### src/rtl/legv8_mem_arb_pkg.sv
// Shared definitions for the LEGv8 instruction/data memory arbiter:
// FSM state encoding, transaction owner encoding, statistics counter width
// and the fixed-priority-with-fairness arbitration rule.
package legv8_mem_arb_pkg;

   typedef enum logic [1:0] {
      IDLE  = 2'd0,
      ISSUE = 2'd1,
      WAIT  = 2'd2,
      RESP  = 2'd3
   } state_t;

   typedef enum logic {
      OWN_IF = 1'b0,
      OWN_DM = 1'b1
   } owner_t;

   localparam int STAT_W = 16;

   // Data normally wins; a pending fetch wins once the data streak hits its limit.
   function automatic logic dm_wins(input logic if_req, input logic dm_req, input logic at_limit);
      return dm_req && !(if_req && at_limit);
   endfunction

endpackage

### src/rtl/legv8_mem_arb_stats.sv
// Grant and conflict counters for the LEGv8 memory arbiter.
// Each counter is STAT_W bits wide, wraps naturally and clears on reset.
module legv8_mem_arb_stats
   import legv8_mem_arb_pkg::*;
(
   input  logic              clk,
   input  logic              reset,
   input  logic              if_grant,
   input  logic              dm_grant,
   input  logic              conflict,
   output logic [STAT_W-1:0] stat_if_grants,
   output logic [STAT_W-1:0] stat_dm_grants,
   output logic [STAT_W-1:0] stat_conflicts
);

   // Count each grant pulse and each IDLE cycle that saw both requesters.
   always_ff @(posedge clk) begin
      if (reset) begin
         stat_if_grants <= '0;
         stat_dm_grants <= '0;
         stat_conflicts <= '0;
      end else begin
         if (if_grant) stat_if_grants <= stat_if_grants + STAT_W'(1);
         if (dm_grant) stat_dm_grants <= stat_dm_grants + STAT_W'(1);
         if (conflict) stat_conflicts <= stat_conflicts + STAT_W'(1);
      end
   end

endmodule

### src/rtl/legv8_mem_arbiter.sv
// Single-port memory arbiter shared by the LEGv8 fetch and load/store paths.
// One transaction is in flight at a time: IDLE latches the winner, ISSUE
// strobes the memory, WAIT counts out the read latency, RESP pulses the ack.
// Optional macro LEGV8_MEM_ARB_STATS_EN adds 16-bit grant/conflict counters.
module legv8_mem_arbiter
   import legv8_mem_arb_pkg::*;
#(
   parameter int ADDR_W       = 8,
   parameter int DATA_W       = 32,
   parameter int MEM_LAT      = 1,
   parameter int DM_BURST_MAX = 4
)(
   input  logic              clk,
   input  logic              reset,
   input  logic              if_req,
   input  logic [ADDR_W-1:0] if_addr,
   output logic              if_ack,
   output logic [DATA_W-1:0] if_rdata,
   input  logic              dm_req,
   input  logic              dm_we,
   input  logic [ADDR_W-1:0] dm_addr,
   input  logic [DATA_W-1:0] dm_wdata,
   output logic              dm_ack,
   output logic [DATA_W-1:0] dm_rdata,
   output logic              mem_en,
   output logic              mem_we,
   output logic [ADDR_W-1:0] mem_addr,
   output logic [DATA_W-1:0] mem_wdata,
   input  logic [DATA_W-1:0] mem_rdata,
   output logic              busy
`ifdef LEGV8_MEM_ARB_STATS_EN
   ,
   output logic [STAT_W-1:0] stat_if_grants,
   output logic [STAT_W-1:0] stat_dm_grants,
   output logic [STAT_W-1:0] stat_conflicts
`endif
);

   localparam int CNT_W = $clog2(MEM_LAT + 1);
   localparam int SK_W  = $clog2(DM_BURST_MAX + 1);

   state_t           state;
   owner_t           owner;
   logic [CNT_W-1:0] wait_cnt;
   logic [SK_W-1:0]  streak;
   logic             in_idle;
   logic             at_limit;
   logic             dm_grant;
   logic             if_grant;

   assign in_idle  = (state == IDLE);
   assign at_limit = (streak == SK_W'(DM_BURST_MAX));
   assign dm_grant = in_idle && dm_wins(if_req, dm_req, at_limit);
   assign if_grant = in_idle && if_req && !dm_grant;
   assign busy     = !in_idle;

   // Transaction FSM; the latched memory port registers double as the owner's request copy.
   always_ff @(posedge clk) begin
      if (reset) begin
         state     <= IDLE;
         owner     <= OWN_IF;
         wait_cnt  <= '0;
         streak    <= '0;
         mem_en    <= 1'b0;
         mem_we    <= 1'b0;
         mem_addr  <= '0;
         mem_wdata <= '0;
         if_ack    <= 1'b0;
         dm_ack    <= 1'b0;
         if_rdata  <= '0;
         dm_rdata  <= '0;
      end else begin
         if_ack <= 1'b0;
         dm_ack <= 1'b0;
         case (state)
            IDLE: begin
               if (dm_grant) begin
                  owner     <= OWN_DM;
                  mem_en    <= 1'b1;
                  mem_we    <= dm_we;
                  mem_addr  <= dm_addr;
                  mem_wdata <= dm_wdata;
                  if (if_req && !at_limit) streak <= streak + SK_W'(1);
                  state     <= ISSUE;
               end else if (if_grant) begin
                  owner    <= OWN_IF;
                  mem_en   <= 1'b1;
                  mem_we   <= 1'b0;
                  mem_addr <= if_addr;
                  streak   <= '0;
                  state    <= ISSUE;
               end
            end
            ISSUE: begin
               mem_en <= 1'b0;
               mem_we <= 1'b0;
               if (mem_we) begin
                  if (owner == OWN_DM) dm_ack <= 1'b1;
                  else                 if_ack <= 1'b1;
                  state <= RESP;
               end else begin
                  wait_cnt <= CNT_W'(MEM_LAT);
                  state    <= WAIT;
               end
            end
            WAIT: begin
               wait_cnt <= wait_cnt - CNT_W'(1);
               if (wait_cnt == CNT_W'(1)) begin
                  if (owner == OWN_DM) begin
                     dm_rdata <= mem_rdata;
                     dm_ack   <= 1'b1;
                  end else begin
                     if_rdata <= mem_rdata;
                     if_ack   <= 1'b1;
                  end
                  state <= RESP;
               end
            end
            RESP: begin
               state <= IDLE;
            end
            default: begin
               state <= IDLE;
            end
         endcase
      end
   end

`ifdef LEGV8_MEM_ARB_STATS_EN
   logic conflict;

   assign conflict = in_idle && if_req && dm_req;

   legv8_mem_arb_stats u_stats (
      .clk            (clk),
      .reset          (reset),
      .if_grant       (if_grant),
      .dm_grant       (dm_grant),
      .conflict       (conflict),
      .stat_if_grants (stat_if_grants),
      .stat_dm_grants (stat_dm_grants),
      .stat_conflicts (stat_conflicts)
   );
`endif

endmodule
### config.mk
export PLATFORM = sky130hd
export DESIGN_NAME = legv8_mem_arbiter
export DESIGN_NICKNAME = d
export VERILOG_FILES = /design/src/rtl/legv8_mem_arb_pkg.sv /design/src/rtl/legv8_mem_arb_stats.sv /design/src/rtl/legv8_mem_arbiter.sv
export SDC_FILE = /design/constraint.sdc
export NUM_CORES = 1
export LEC_CHECK = 0
export CAP_MARGIN = 20
export CORE_AREA = 2 2 102 104
export CTS_BUF_LIST = sky130_fd_sc_hd__clkbuf_8
export CTS_CLUSTER_SIZE = 8
export DETAILED_ROUTE_END_ITERATION = 7
export DIE_AREA = 0 0 104 106
export PLACE_DENSITY = 0.86
export SYNTH_ARGS = -nofsm -noshare
export SYNTH_HDL_FRONTEND = slang
export SYNTH_SLANG_ARGS = --single-unit
### constraint.sdc
create_clock -name clk -period 4 [get_ports clk]
set_input_delay 0.8 -clock clk [delete_from_list [all_inputs] [get_ports clk]]
set_output_delay 0.8 -clock clk [all_outputs]
set_load 0.005 [all_outputs]
==> results.txt <==
Status: finished, final reports clean
Highest metal used: met4
Synthesis-to-layout area growth: 53.7%
Drt drc: 0
Slew headroom: 0.341
Power Dens Cells: 487 nW/µm²
Final WL: 13100 µm
Slowest stage delay, CP: 510 ps
Starting Density: 0.452
Number of synthesized flops with an enable pin: 0
Final setup violation count: 0
Fin. max-slew vios: 0
Clk buf depth: 2
Post-route cell area: 6950 µm²
Routability cong.: 0.819
Antenna Nets Post-Route: 0
Clock transition at path regs: 70 ps
Critical Path Source Type: flip-flop
Min-delay src: if_rdata[31]
CTS tree: yes
CP max stage cell: clkdlybuf4s50_1
Distinct cell type count after synthesis: 34
Clk_skew: 17.5 ps
Core area: 10000 µm²
Post-CTS Setup Inserts: 0
Hold Buf Count CTS: 0
CP Cell Sequence: inv_1, ha_1, inv_1, clkdlybuf4s50_1
Synth area leader: dfxtp_1
Clk_lat worst skew: 410 ps
Die area: 11000 µm²
Post-synth ARST share: 0
Diodes inserted: 0
Met2 routed WL: 6450 µm
H-tree depth: 4
Share of post-route cells with drive strength above 1: 0.0655
HPWL after detailed placement: 9240 µm
Synth warn: 0
Remaining Overflow, GRT: 0
Critical Path Most Common Cell: inv_1
Synth top area cells: dfxtp_1, nand2_1, a21oi_1
RSZ-0062 raised after global routing: false
Die width: 104 µm
Flops & latches, synth: 115
Worst setup EP type: output port
Fin. Hold Viols: 0
Detailed Routing Iterations Pass 1: 4
TritonCTS buffer count: 17
Tmin final: 2620 ps
IO buf count: 193
CP startpoint: state[0]
Crit path required time: 3200 ps
Fin nets: 796
Leakage: 2.49 nW
Peak VDD IR: 0.000258 V
Largest net degree at the start of global routing: 109
Clock sink count: 115
Worst-path fanout max: 7
Root buffer cell: clkbuf_8
Initial antenna violation count: 0
WL met3: 1100 µm
# fillers: 752
GRT Util Overall: 0.235
Cell row count: 37
R2R Setup Slk: 1730 ps
Class of the worst hold path: flip-flop to flip-flop
First-pass GRT wire length: 20900 µm
M1 WL: 5390 µm
Cells after Synth: 528
IO Count: 194
Synth Net Count: 619
Design Power: 3.38 mW
Post-CTS sizing: 0
Initial DRC count: 142
Via density: 5.21
FMAX: 382 MHz
Max_cap viols: 0
Sequential-to-total area share from yosys stat: 0.509
WP data arrival: 1820 ps
Synth Flop Type: dfxtp_1
Vias after detailed routing: 4451
Placed Area: 6500 µm²
Synth top area share: 0.509
Worst setup slack after layout: 1380 ps
Worst-Margin Slew: 989 ps
Post-Syn Area: 4520 µm²
Worst slack, placed: 1230 ps
Setup TNS: 0 ps
WL/cell: 15.4 µm
Height of the die: 106 µm
Reg2reg start: state[0]
WS Path Type: flip-flop to output port
Fin crit share: 0.655
Syn avg cell area: 8.57 µm²
Number of global-route vias before repair: 4413
[area by class of cell]
| class | count | area, µm² | share of cell area |
|---|---|---|---|
| Clock buffer | 19 | 262 | 0.0376 |
| Clock inverter | 13 | 171 | 0.0247 |
| Inverter | 7 | 26.3 | 0.00378 |
| Multi-Input combinational cell | 362 | 1980 | 0.284 |
| Sequential cell | 115 | 2300 | 0.331 |
| Tap cell | 136 | 170 | 0.0245 |
| Timing Repair Buffer | 202 | 2040 | 0.294 |
[stage by stage]
stage          instances  hold WS (ps)  utilization
6_report             854           455        0.695
5_1_grt              854           475        0.695
4_1_cts              853           456        0.694
3_5_place_dp         821           446        0.650
3_3_place_gp         819           442        0.645
2_1_floorplan        528           451            -
[placed cells by master, fill, tap and decap left out, types with 6 or more instances in the layout]
master           Yosys  layout
dfxtp_1            115     115
clkbuf_8             0      19
buf_4                1       7
a31o_1              27      27
a21oi_1             99      99
clkdlybuf4s50_1      0     192
nand2_1            140     140
ha_1                 6       6
mux2i_1             11      11
nor2_1               8       8
inv_1                7       7
nand2b_1            32      32
a221oi_1             8       8
[state kept, by name, summed over array words and instances (netlist names)]
signal     cells
mem_we         1
mem_en         1
mem_wdata     32
streak         3
owner          1
if_rdata      32
mem_addr       8
state          2
wait_cnt       1
dm_ack         1
if_ack         1
dm_rdata      32
[per-layer routing]
metal,vias up,GRT usage
met5,-,0
met4,0,0.0907
met3,13,0.0779
met2,191,0.401
met1,2102,0.273
li1,2145,-
[cell usage after synthesis, drive strengths merged, types with 2 or more instances]
cell,instances
inv,7
nand2b,32
ha,6
nand3,2
mux2i,11
nand3b,2
a31o,31
a32o,2
a21oi,99
a221oi,8
and2,2
nand2,140
nor2,8
buf,22
nor3b,2
o21ai,2
dfxtp,115
clkbuf,22
and3,3
[cells by family (layout without fill, tap and decap cells)]
logic type               count (synthesis)  in the layout  share of synthesized area
AND/OR/NAND/NOR                        197            197                      0.192
AO/OA/AOI/OAI                          148            148                      0.204
buffers and inverters                   51            241                     0.0545
multiplexers                            11             11                     0.0243
flip-flops                             115            115                      0.509
adder cells (fa/ha/maj)                  6              6                     0.0166
[worst paths after layout]
kind | endpoint | depth (start not counted)
max | busy | 4
min | if_rdata[31] | 2
max reg2reg | mem_wdata[31] | 7
min reg2reg | if_rdata[31] | 2
[power breakdown]
part           switching, mW  total [mW]  internal [mW]
clock network          0.490        1.15          0.661
logic                  0.376       0.851          0.474
registers             0.0946        1.38           1.29
total                  0.961        3.38           2.42
[worst max-delay path, delay by kind of cell, from the launching register on]
family,cells,cell delay (ps)
adder cells (fa/ha/maj),1,310
flip-flops,1,400
buffers and inverters,3,710
No activity file was read; power rests on OpenSTA's default activity.
